<file path="config.mk">
export PLATFORM = sky130hd
export DESIGN_NAME = switch_allocator
export DESIGN_NICKNAME = d
export VERILOG_FILES = /design/src/rtl/noc_pkg.sv /design/src/rtl/round_robin_arbiter.sv /design/src/rtl/switch_allocator.sv
export SDC_FILE = /design/constraint.sdc
export NUM_CORES = 1
export LEC_CHECK = 0
export ABC_CLOCK_PERIOD_IN_PS = 7950
export CAP_MARGIN = 20
export CORE_ASPECT_RATIO = 1.4
export CORE_MARGIN = 1
export CORE_UTILIZATION = 40
export DETAILED_ROUTE_END_ITERATION = 8
export SYNTH_ARGS = -nofsm -noshare
export SYNTH_HDL_FRONTEND = slang
export SYNTH_HIERARCHICAL = 1
export SYNTH_SLANG_ARGS = --single-unit
</file>
<file path="constraint.sdc">
create_clock -name clk -period 7.95 [get_ports clk]
set_input_delay 0.795 -clock clk [delete_from_list [all_inputs] [get_ports clk]]
set_output_delay 0.795 -clock clk [all_outputs]
set_load 0.05 [all_outputs]
</file>
<file path="src/rtl/noc_pkg.sv">
// Shared NoC router constants and types: port/VC counts, index widths and
// the default depth of each downstream VC buffer.
package noc_pkg;

  localparam int unsigned PORT_NUM            = 5;
  localparam int unsigned VC_NUM              = 2;
  localparam int unsigned PORT_SIZE           = (PORT_NUM > 1) ? $clog2(PORT_NUM) : 1;
  localparam int unsigned VC_SIZE             = (VC_NUM > 1) ? $clog2(VC_NUM) : 1;
  localparam int unsigned DEFAULT_BUFFER_SIZE = 8;

  typedef logic [PORT_SIZE-1:0] port_t;
  typedef logic [VC_SIZE-1:0]   vc_t;

endpackage

</file>
<file path="src/rtl/round_robin_arbiter.sv">
// N-way round-robin arbiter with an internal priority pointer; the pointer
// moves to one past the granted requester only when update_en is asserted.
module round_robin_arbiter #(
  parameter int unsigned N = 2
) (
  input  logic         clk,
  input  logic         rst,
  input  logic [N-1:0] req,
  input  logic         update_en,
  output logic [N-1:0] grant
);

  localparam int unsigned PW = (N > 1) ? $clog2(N) : 1;

  logic [PW-1:0] ptr;
  logic [PW-1:0] ptr_next;
  logic          found;

  // Requester i sits at search distance k exactly when ptr == (i - k) mod N,
  // which keeps every index a constant after unrolling.
  always_comb begin
    grant    = '0;
    ptr_next = ptr;
    found    = 1'b0;
    for (int unsigned k = 0; k < N; k++) begin
      for (int unsigned i = 0; i < N; i++) begin
        if (!found && req[i] && (ptr == PW'((i + N - k) % N))) begin
          grant[i] = 1'b1;
          ptr_next = (i == N - 1) ? '0 : PW'(i + 1);
        end
      end
      if (|grant) begin
        found = 1'b1;
      end
    end
  end

  always_ff @(posedge clk or posedge rst) begin
    if (rst) begin
      ptr <= '0;
    end else if (update_en) begin
      ptr <= ptr_next;
    end
  end

endmodule

</file>
<file path="src/rtl/switch_allocator.sv">
// Separable input-first switch allocator with per-downstream-VC credit
// counters; grants and crossbar selects are combinational from registered state.
module switch_allocator
  import noc_pkg::*;
#(
  parameter int unsigned BUFFER_SIZE = DEFAULT_BUFFER_SIZE
) (
  input  logic                                    clk,
  input  logic                                    rst,
  input  logic  [PORT_NUM-1:0][VC_NUM-1:0]              request_i,
  input  port_t [PORT_NUM-1:0][VC_NUM-1:0]              out_port_i,
  input  logic  [PORT_NUM-1:0][VC_NUM-1:0][VC_SIZE-1:0] downstream_vc_i,
  input  logic  [PORT_NUM-1:0][VC_NUM-1:0]              credit_return_i,
  output logic  [PORT_NUM-1:0][VC_NUM-1:0]              grant_o,
  output port_t [PORT_NUM-1:0]                          xbar_sel_o,
  output logic  [PORT_NUM-1:0]                          xbar_valid_o,
  output logic  [PORT_NUM-1:0][VC_NUM-1:0]              credit_avail_o
);

  localparam int unsigned CW = $clog2(BUFFER_SIZE + 1);

  logic [CW-1:0] credit [PORT_NUM][VC_NUM];

  logic  [PORT_NUM-1:0][VC_NUM-1:0]   eligible;
  logic  [PORT_NUM-1:0][VC_NUM-1:0]   in_gnt;
  logic  [PORT_NUM-1:0]               cand_valid;
  port_t [PORT_NUM-1:0]               cand_out;
  vc_t   [PORT_NUM-1:0]               cand_dvc;
  logic  [PORT_NUM-1:0][PORT_NUM-1:0] out_req;
  logic  [PORT_NUM-1:0][PORT_NUM-1:0] out_gnt;
  logic  [PORT_NUM-1:0]               out_any;
  logic  [PORT_NUM-1:0]               port_granted;
  logic  [PORT_NUM-1:0][VC_NUM-1:0]   dec;

  // Reset gates eligibility so every grant and valid drops immediately.
  always_comb begin
    eligible = '0;
    for (int unsigned p = 0; p < PORT_NUM; p++) begin
      for (int unsigned v = 0; v < VC_NUM; v++) begin
        for (int unsigned o = 0; o < PORT_NUM; o++) begin
          for (int unsigned c = 0; c < VC_NUM; c++) begin
            if (!rst && request_i[p][v] &&
                out_port_i[p][v] == port_t'(o) &&
                downstream_vc_i[p][v] == vc_t'(c) &&
                credit[o][c] != '0) begin
              eligible[p][v] = 1'b1;
            end
          end
        end
      end
    end
  end

  for (genvar p = 0; p < PORT_NUM; p++) begin : gen_in
    round_robin_arbiter #(.N(VC_NUM)) u_arb (
      .clk       (clk),
      .rst       (rst),
      .req       (eligible[p]),
      .update_en (port_granted[p]),
      .grant     (in_gnt[p])
    );
  end

  always_comb begin
    cand_valid = '0;
    cand_out   = '0;
    cand_dvc   = '0;
    for (int unsigned p = 0; p < PORT_NUM; p++) begin
      cand_valid[p] = |in_gnt[p];
      for (int unsigned v = 0; v < VC_NUM; v++) begin
        if (in_gnt[p][v]) begin
          cand_out[p] = out_port_i[p][v];
          cand_dvc[p] = downstream_vc_i[p][v];
        end
      end
    end
  end

  always_comb begin
    out_req = '0;
    for (int unsigned o = 0; o < PORT_NUM; o++) begin
      for (int unsigned p = 0; p < PORT_NUM; p++) begin
        out_req[o][p] = cand_valid[p] && (cand_out[p] == port_t'(o));
      end
    end
  end

  for (genvar o = 0; o < PORT_NUM; o++) begin : gen_out
    round_robin_arbiter #(.N(PORT_NUM)) u_arb (
      .clk       (clk),
      .rst       (rst),
      .req       (out_req[o]),
      .update_en (out_any[o]),
      .grant     (out_gnt[o])
    );
  end

  always_comb begin
    out_any      = '0;
    port_granted = '0;
    xbar_sel_o   = '0;
    for (int unsigned o = 0; o < PORT_NUM; o++) begin
      out_any[o] = |out_gnt[o];
      for (int unsigned p = 0; p < PORT_NUM; p++) begin
        if (out_gnt[o][p]) begin
          port_granted[p] = 1'b1;
          xbar_sel_o[o]   = port_t'(p);
        end
      end
    end
  end

  always_comb begin
    grant_o      = '0;
    xbar_valid_o = out_any;
    for (int unsigned p = 0; p < PORT_NUM; p++) begin
      if (port_granted[p]) begin
        grant_o[p] = in_gnt[p];
      end
    end
  end

  always_comb begin
    dec = '0;
    for (int unsigned o = 0; o < PORT_NUM; o++) begin
      for (int unsigned c = 0; c < VC_NUM; c++) begin
        for (int unsigned p = 0; p < PORT_NUM; p++) begin
          if (port_granted[p] && cand_out[p] == port_t'(o) && cand_dvc[p] == vc_t'(c)) begin
            dec[o][c] = 1'b1;
          end
        end
      end
    end
  end

  always_comb begin
    credit_avail_o = '0;
    for (int unsigned o = 0; o < PORT_NUM; o++) begin
      for (int unsigned c = 0; c < VC_NUM; c++) begin
        credit_avail_o[o][c] = (credit[o][c] != '0);
      end
    end
  end

  // A simultaneous grant and return cancel out; a return on a full counter is dropped.
  always_ff @(posedge clk or posedge rst) begin
    if (rst) begin
      for (int unsigned o = 0; o < PORT_NUM; o++) begin
        for (int unsigned c = 0; c < VC_NUM; c++) begin
          credit[o][c] <= CW'(BUFFER_SIZE);
        end
      end
    end else begin
      for (int unsigned o = 0; o < PORT_NUM; o++) begin
        for (int unsigned c = 0; c < VC_NUM; c++) begin
          if (dec[o][c] && !credit_return_i[o][c]) begin
            credit[o][c] <= credit[o][c] - CW'(1);
          end else if (credit_return_i[o][c] && !dec[o][c]) begin
            assert (credit[o][c] != CW'(BUFFER_SIZE))
              else $warning("credit return on full counter, out %0d vc %0d", o, c);
            if (credit[o][c] != CW'(BUFFER_SIZE)) begin
              credit[o][c] <= credit[o][c] + CW'(1);
            end
          end
        end
      end
    end
  end

endmodule

</file>
### Yosys cells after proc, flatten, opt, wreduce, memory -nomap -nowiden

Index checks and enable logic that the tools add are counted.

| operators by class | value |
|---|---|
| $add $sub $neg | 20 |
| multipliers | 0 |
| div/mod/pow operators | 0 |
| order comparisons | 0 |
| eq/ne operators | 90 |
| shift operators | 0 |
| muxes and demuxes | 565 |
| bitwise gates (word level) | 20 |
| reductions and logical operators | 796 |

Operators by type and width:

| cell | count |
|---|---|
| $logic_and 1x1->1 | 635 |
| $mux 3 | 150 |
| $mux 1 | 380 |
| $reduce_bool 25->1 | 5 |
| $reduce_or 5->1 | 25 |
| $eq 3x2->1 const B | 40 |
| $mux 4 | 30 |
| $eq 3x1->1 const B | 20 |
| $eq 3x3->1 const B | 20 |
| $logic_not 3->1 | 20 |
| $reduce_bool 4->1 | 15 |
| $logic_not 1->1 | 46 |
| $add 4x1->4 const B | 10 |
| $ne 4x4->1 const B | 10 |
| $reduce_and 2->1 | 20 |
| $reduce_bool 2->1 | 20 |
| $sub 4x1->4 const B | 10 |
| $not 1->1 | 20 |
| $reduce_or 2->1 | 10 |
| $mux 2 | 5 |

| storage, ports and cells | value |
|---|---|
| flip-flop bits (word level) | 60 |
| bits in latches | 0 |
| bits in writable memories | 0 |
| ROM bits | 0 |
| bits of input ports | 62 |
| output and inout bits | 40 |
| memories | 0 |

### Longest topological paths before layout

Gate-level depths: netlist of the first run.

| logic depth | value |
|---|---|
| word-level depth | 69 |
| mapped depth | 33 |

### Modules after synthesis

The synthesis of the first run kept the hierarchy.

Modules (own cells, without submodules):

| module | times used | cells an instance | area an instance (sq um) |
|---|---|---|---|
| switch_allocator | 1 | 677 | 5177.5 |
| round_robin_arbiter (gen_out[0].u_arb ...) | 5 | 114 | 867.1 |
| round_robin_arbiter (gen_in[0].u_arb ...) | 5 | 7 | 58.8 |

### Worst setup path before layout of the first run

Ideal clock, no wire load.

| timing | value |
|---|---|
| path kind | in2reg |
| start point | input rst |
| end point | register credit[30] (netlist bit) |
| setup time | 0.127 ns |
| arrival | 7.765 ns |
| slack | 0.058 ns |
| stages | 28 |
| path through | inv_1 clkbuf_1 and3_1 nor2b_1 o211ai_1 o211ai_1 a21boi_1 clkbuf_1 o21ai_1 nor3_1 buf_4 a21boi_1 o2111ai_1 and3_4 and2_4 and3_1 a41o_1 or4_1 o21ai_1 o32ai_1 or4_1 ha_1 xor2_1 ha_1 a21oi_1 xnor2_1 nand2_1 xnor2_1 |

RTL lines:

| what | line | RTL |
|---|---|---|
| start, declared | switch_allocator.sv:9 | `input logic rst,` |
| end signal, assigned by index | switch_allocator.sv:150 | `credit[o][c] <= CW'(BUFFER_SIZE);` |
| end signal, assigned by index | switch_allocator.sv:157 | `credit[o][c] <= credit[o][c] - CW'(1);` |
| end signal, assigned by index | switch_allocator.sv:162 | `credit[o][c] <= credit[o][c] + CW'(1);` |
| end, declared | switch_allocator.sv:22 | `logic [CW-1:0] credit [PORT_NUM][VC_NUM];` |

==> results of run 1 <==
[cell type report]
class,count,area share
flip-flops and latches,60,0.1304
repair buffers,165,0.1349
inverters,80,0.02586
clock inverters,7,0.008621
clock buffers,9,0.01940
well taps,310,0.03341
multi-input cells,1068,0.6474
[timing repair]
item	in CTS	in global routing
hold buffers	0	0
endpoints found under the setup margin	0	2
gates resized for setup	0	1
[layer usage]
| metal | vias up | track usage |
|---|---|---|
| li1 | 5006 | - |
| met1 | 4965 | 0.3071 |
| met2 | 392 | 0.4823 |
| met3 | 108 | 0.03279 |
| met4 | 0 | 0.1534 |
| met5 | - | 0 |
[cells in the final DEF, fill, tap and decap left out, drive strengths merged, types with 15 or more instances in the layout]
| cell type | instances |
|---|---|
| a21oi | 87 |
| nand3 | 21 |
| nor2b | 34 |
| ha | 30 |
| nand2 | 156 |
| buf | 94 |
| a22oi | 18 |
| clkdlybuf4s50 | 71 |
| a21boi | 15 |
| mux2 | 15 |
| a31oi | 29 |
| nor2 | 113 |
| nor3b | 18 |
| xor2 | 20 |
| a211oi | 31 |
| nand3b | 27 |
| o21ai | 66 |
| nor4 | 36 |
| and3 | 22 |
| dfrtp | 50 |
| o211ai | 28 |
| nand2b | 29 |
| inv | 80 |
| xnor2 | 30 |
| nor3 | 34 |
[worst paths after layout]
| path | startpoint | to | slack (ns) |
|---|---|---|---|
| worst min-delay path | credit[27] | credit[27] | 0.50 |
| worst min register to register | credit[27] | credit[27] | 0.50 |
| worst max-delay path | downstream_vc_i[2] | credit[30] | 0.47 |
| max in group asynchronous | rst | credit[35] | 6.54 |
| min in group asynchronous | rst | credit[0] | 0.78 |
| worst max register to register | credit[37] | credit[30] | 0.66 |
[critical path: cells and delay by family]
kind | cells | cell delay [ns]
mux | 1 | 0.53
simple gates | 13 | 3.14
fa+ha+maj | 2 | 0.47
buf+inv | 2 | 0.66
compound gates | 7 | 1.65
xor+xnor | 3 | 0.44
[registers in the layout (all words and copies together), names as in the netlist]
name and flops:
credit 40, gen_in.u_arb/ptr 5, gen_out.u_arb/ptr 15
[stage by stage]
stage / std cells / total power [mW] / hold WS, ns / cell area, um2 / util
final: 1699 / 3.829 / 0.5029 / 11610 / 0.4843
after CTS: 1699 / 3.817 / 0.5004 / 11600 / 0.4839
after global placement: 1683 / 3.352 / 0.4798 / 11280 / 0.4704
after floorplan: 1282 / 2.656 / 0.4672 / 9807 / -
after global routing: 1699 / 4.105 / 0.5159 / 11610 / 0.4843
after detailed placement: 1683 / 3.347 / 0.4894 / 11280 / 0.4704
[cells by family after synthesis]
logic type | after synthesis
compound gates | 380
xor+xnor | 50
fa+ha+maj | 30
buf+inv | 154
flops | 60
mux | 37
simple gates | 571
[power groups by stage]
stage                     sequential [mW]  combinational (mW)  clock [mW]
final                               0.847                2.53       0.451
after global routing                0.885                2.75       0.470
after floorplan                     0.626                2.03           0
after CTS                           0.835                2.52       0.461
after detailed placement            0.838                2.51           0
after global placement              0.839                2.51           0
==> results.py, run 1 <==
metrics = {
    "status": {
        "status": "complete, no violations",
    },
    "routing": {
        "first_pass_iters": 6,
        "drtIter0Drc": 750,
        "drc": 0,
        "wl_met3_um": 1517,
        "avgRoutedWirePerCell_um": 19.88,
        "wl_met1_um": 13530,
        "wl_met2_um": 16990,
        "vias": 10470,
        "drt_wl_total_um": 33770,
        "ant_nets": 0,
        "dr.max_layer_used": "met4",
        "vias_per_cell": 6.163,
    },
    "power_and_ir_drop": {
        "switchingPower_mw": 2.007,
        "comb_power_share": 0.661,
        "power_density_nw_per_um2": 329.8,
        "power_leakage_nw": 4.810,
        "pwr-share-clk": 0.118,
        "vdd_drop_max_v": 0.0002403,
        "p_int_mw": 1.822,
        "p_sw_frac": 0.5242,
        "seqPwrFrac": 0.221,
    },
    "synth": {
        "yosys-top-cells-area": "dfrtp_1, nand2_1, a21oi_1, nor2_1, ha_1",
        "syn_nets": 1374,
        "synth.top_cell.area_share": 0.1276,
        "synth_common_cells": "nand2_1, nor2_1, a21oi_1, inv_1, dfrtp_1",
        "avgSynthCellArea_um2": 7.650,
        "synth_compound_area_frac": 0.2808,
        "synthSimpleGateAreaFrac": 0.3418,
        "synth_top_area_cell": "dfrtp_1",
        "synth_seq_cells": 60,
        "synth_top_family_by_area": "simple AND/OR/NAND/NOR gates",
        "syn-cell-area_um2": 9807,
        "synth_fa_ha_area_frac": 0.03828,
        "yosysSeqAreaShare": 0.1544,
        "synth_cell_types": 89,
        "yosysMostFrequentCell": "nand2_1",
        "synthMuxAreaShare": 0.05945,
        "syn_inst": 1282,
        "async_flop_share": 1.000,
        "synth_xor_area_frac": 0.04465,
        "synth-main-ff-cell": "dfrtp_1",
        "yosys_warnings": 6,
        "synth_edf_count": 0,
    },
    "timing": {
        "clock.fmax_ghz": 0.1337,
        "finalSetupTns_ns": 0,
        "setup_ws_ns": 0.4728,
        "hold_viol_final": 0,
        "fin_crit_sh": 0.9405,
        "rsz0062_at_grt": "false",
        "worst_slew_pin_slew_ns": 0.9089,
        "finalCriticalPeriod_ns": 7.477,
        "slew_headroom": 0.3894,
        "drv_slew": 0,
        "final-setup-viol-count": 0,
        "skew_ns": 0.01039,
    },
    "critical_path": {
        "rr_worst_depth": 32,
        "end_kind": "flop",
        "crit_path_max_incr_delay_ns": 0.58,
        "path_class": "input port to flop",
        "crit_required_ns": 8.19,
        "critPathArrivalTime_ns": 7.72,
        "cp_max_fo": 9,
        "start_kind": "input port",
        "crit_slowest_cell": "clkdlybuf4s50_1",
    },
    "floorplanning": {
        "num_rows": 67,
        "ioPinCount": 102,
        "die_area_um2": 25160,
        "die_w_um": 134.3,
        "coreArea_um2": 23980,
        "die_y_um": 187.3,
        "initial_core_util": 0.4090,
    },
    "clock_network": {
        "h-tree-depth": 3,
        "clock_path_buffers": 2,
        "clock_sinks": 60,
        "clkTransAtPathRegs_ns": 0.07,
        "cts_setup_buffers": 0,
        "cts_root_buf": "clkbuf_16",
        "cts_tree": "yes",
        "clock_latency_ns": 0.36,
        "cts_made_buffers": 9,
    },
    "placement": {
        "gp_congestion": 0.9971,
        "place_ws_ns": 0.1835,
        "io_buffers": 101,
        "dp_hpwl_um": 26750,
    },
    "global_routing": {
        "grt-ovfl-total": 0,
        "grt_pass1_wl_um": 53430,
        "antenna_found_initial": 0,
        "grt_usage": 0.2703,
        "grt_pass1_vias": 10130,
        "grt_start_max_net_pins": 26,
    },
    "layout": {
        "seq_area_um2": 1514,
        "fin_nets": 1476,
        "multi_input_area_um2": 7517,
        "antenna_cells": 0,
        "area_growth_pct": 18.40,
        "fill_cells": 2419,
        "drive_gt1_frac": 0.1857,
    },
    "worst_hold_path": {
        "min_path_type": "flop to flop",
        "min_path_cells": 1,
    },
    "job": {
        "drv_cap": 0,
    },
}
(Power assumes the default switching activity.)
==> run 2, diff against run 1 <==
==> constraint.sdc (replaced) <==
create_clock -name clk -period 7.95 [get_ports clk]
set_input_delay 0.795 -clock clk [delete_from_list [all_inputs] [get_ports clk]]
set_output_delay 0.795 -clock clk [all_outputs]
set_load 0.02 [all_outputs]
==> run 2 against run 1 <==
Largest power group unchanged. Final area down 0.65%. Flip-flop and latch count unchanged. Highest routed layer unchanged. Die area unchanged. Total power down 6.6%.
==> results.py, run 2 (synthesis results as in run 1) <==
metrics = {
    "placement": {
        "io_buffers": 101,
        "placed_area_um2": 11220,
        "dp_hpwl_um": 26720,
        "dp.cells": 1684,
        "gp_congestion": 0.9966,
    },
    "timing": {
        "final-setup-viol-count": 0,
        "slew_headroom": 0.4131,
        "finalSetupTns_ns": 0,
        "worst_slew_pin_slew_ns": 0.8803,
        "hold_viol_final": 0,
        "finalCriticalPeriod_ns": 7.466,
        "drv_slew": 0,
        "fin_crit_sh": 0.9392,
        "clock.fmax_ghz": 0.1339,
        "skew_ns": 0.008857,
        "rsz0062_at_grt": "false",
    },
    "floorplanning": {
        "die_w_um": 134.3,
        "coreArea_um2": 23980,
        "die_y_um": 187.3,
        "die_area_um2": 25160,
        "num_rows": 67,
        "initial_core_util": 0.4090,
        "ioPinCount": 102,
    },
    "status": {
        "status": "complete, no violations",
    },
    "routing": {
        "drt_wl_total_um": 34000,
        "wl_met1_um": 13640,
        "ant_nets": 0,
        "wl_met2_um": 16770,
        "first_pass_iters": 5,
        "wl_met3_um": 1750,
        "drtIter0Drc": 726,
        "vias_per_cell": 6.214,
        "avgRoutedWirePerCell_um": 20.00,
        "vias": 10560,
        "dr.max_layer_used": "met4",
        "drc": 0,
    },
    "clock_network": {
        "cts_root_buf": "clkbuf_16",
        "cts_tree": "yes",
        "cts_hold_buf": 0,
        "clkTransAtPathRegs_ns": 0.06,
        "h-tree-depth": 3,
        "clock_latency_ns": 0.34,
        "cts_made_buffers": 9,
        "clock_path_buffers": 2,
        "clock_sinks": 60,
    },
    "global_routing": {
        "grt_start_max_net_pins": 26,
        "grt-ovfl-total": 0,
        "antenna_found_initial": 0,
        "grt_pass1_vias": 10050,
        "grt_pass1_wl_um": 53880,
        "grt_usage": 0.2701,
    },
    "layout": {
        "final_area_um2": 11540,
        "seq_area_um2": 1514,
        "largest_reg_flops": 40,
        "layout_common_cells": "nand2_1, nor2_1, clkdlybuf4s50_1, a21oi_1, inv_1",
        "regMostFlops": "credit",
        "fin_nets": 1477,
        "post-route-util": 0.4812,
        "fill_cells": 2424,
        "multi_input_area_um2": 7512,
        "area_growth_pct": 17.63,
        "drive_gt1_frac": 0.1655,
        "final_cells": 1700,
        "top_regs": "credit (40), gen_out.u_arb/ptr (15), gen_in.u_arb/ptr (5)",
        "antenna_cells": 0,
        "layout_commonest_cell": "nand2_1",
    },
    "critical_path": {
        "crit_slowest_cell": "nor2_1",
        "reg2reg_slack_ns": 0.57,
        "crit_required_ns": 8.17,
        "path_class": "input port to flop",
        "critPathArrivalTime_ns": 7.69,
        "crit_path_max_incr_delay_ns": 0.63,
        "end_kind": "flop",
        "start_kind": "input port",
        "cp_max_fo": 10,
    },
    "worst_hold_path": {
        "min_path_type": "flop to flop",
    },
    "power_and_ir_drop": {
        "power_density_nw_per_um2": 310.0,
        "power_leakage_nw": 4.709,
        "p_total_mw": 3.576,
        "vdd_drop_max_v": 0.0001859,
    },
    "job": {
        "drv_cap": 0,
    },
}
-- run 2: repair_timing --
action	in CTS	in global routing
resized for setup	0	1
setup endpoints to repair	0	1
buffers inserted	0	0
hold endpoints to repair	0	0
-- run 2: worst paths after layout --
kind                                        to  cells past startpoint           startpoint
min reg2reg                gen_in[0].u_arb/ptr                      1  gen_in[0].u_arb/ptr
max                                 credit[26]                     27   downstream_vc_i[2]
max reg2reg                         credit[26]                     29           credit[36]
min in group asynchronous           credit[14]                      2                  rst
max in group asynchronous           credit[35]                      3                  rst
min                        gen_in[0].u_arb/ptr                      1  gen_in[0].u_arb/ptr
-- run 2: per-layer routing --
| layer | global-route usage | vias to the layer above |
|---|---|---|
| met5 | 0 | - |
| met4 | 0.1456 | 0 |
| met3 | 0.02791 | 108 |
| met2 | 0.4693 | 452 |
| met1 | 0.3234 | 5015 |
| li1 | - | 4988 |
-- run 2: where the power goes --
group	internal, mW	total, mW	leakage (nW)	switching (mW)
clock	0.254	0.428	0.145	0.174
sequential	0.473	0.855	0.704	0.382
combinational	1.01	2.29	3.86	1.29
total	1.73	3.58	4.71	1.84
-- run 2: through the flow --
stage | hold WS (ns) | worst slack (ns)
final | 0.5005 | 0.4836
after global routing | 0.5148 | 0.09569
after CTS | 0.5001 | 0.5346
after detailed placement | 0.4896 | 0.2243
after global placement | 0.4858 | 0.2506
after floorplan | 0.4672 | 0.2012
-- run 2: layout make-up --
cell class,instances,share of cell area
clock inverters,6,0.006182
well taps,310,0.03362
clock buffers,10,0.02072
multi-input cells,1068,0.6512
flip-flops and latches,60,0.1312
inverters,80,0.02603
repair buffers,166,0.1310
-- run 2: worst max-delay path, delay by kind of cell --
kind                       cells  cell delay, ns
AOI/OAI and AO/OA              7            1.44
xor gates and xnor gates       3            0.48
buffers and inverters          1            0.58
muxes                          1            0.53
adders and majority gates      2            0.49
and+or+nand+nor               13            3.37
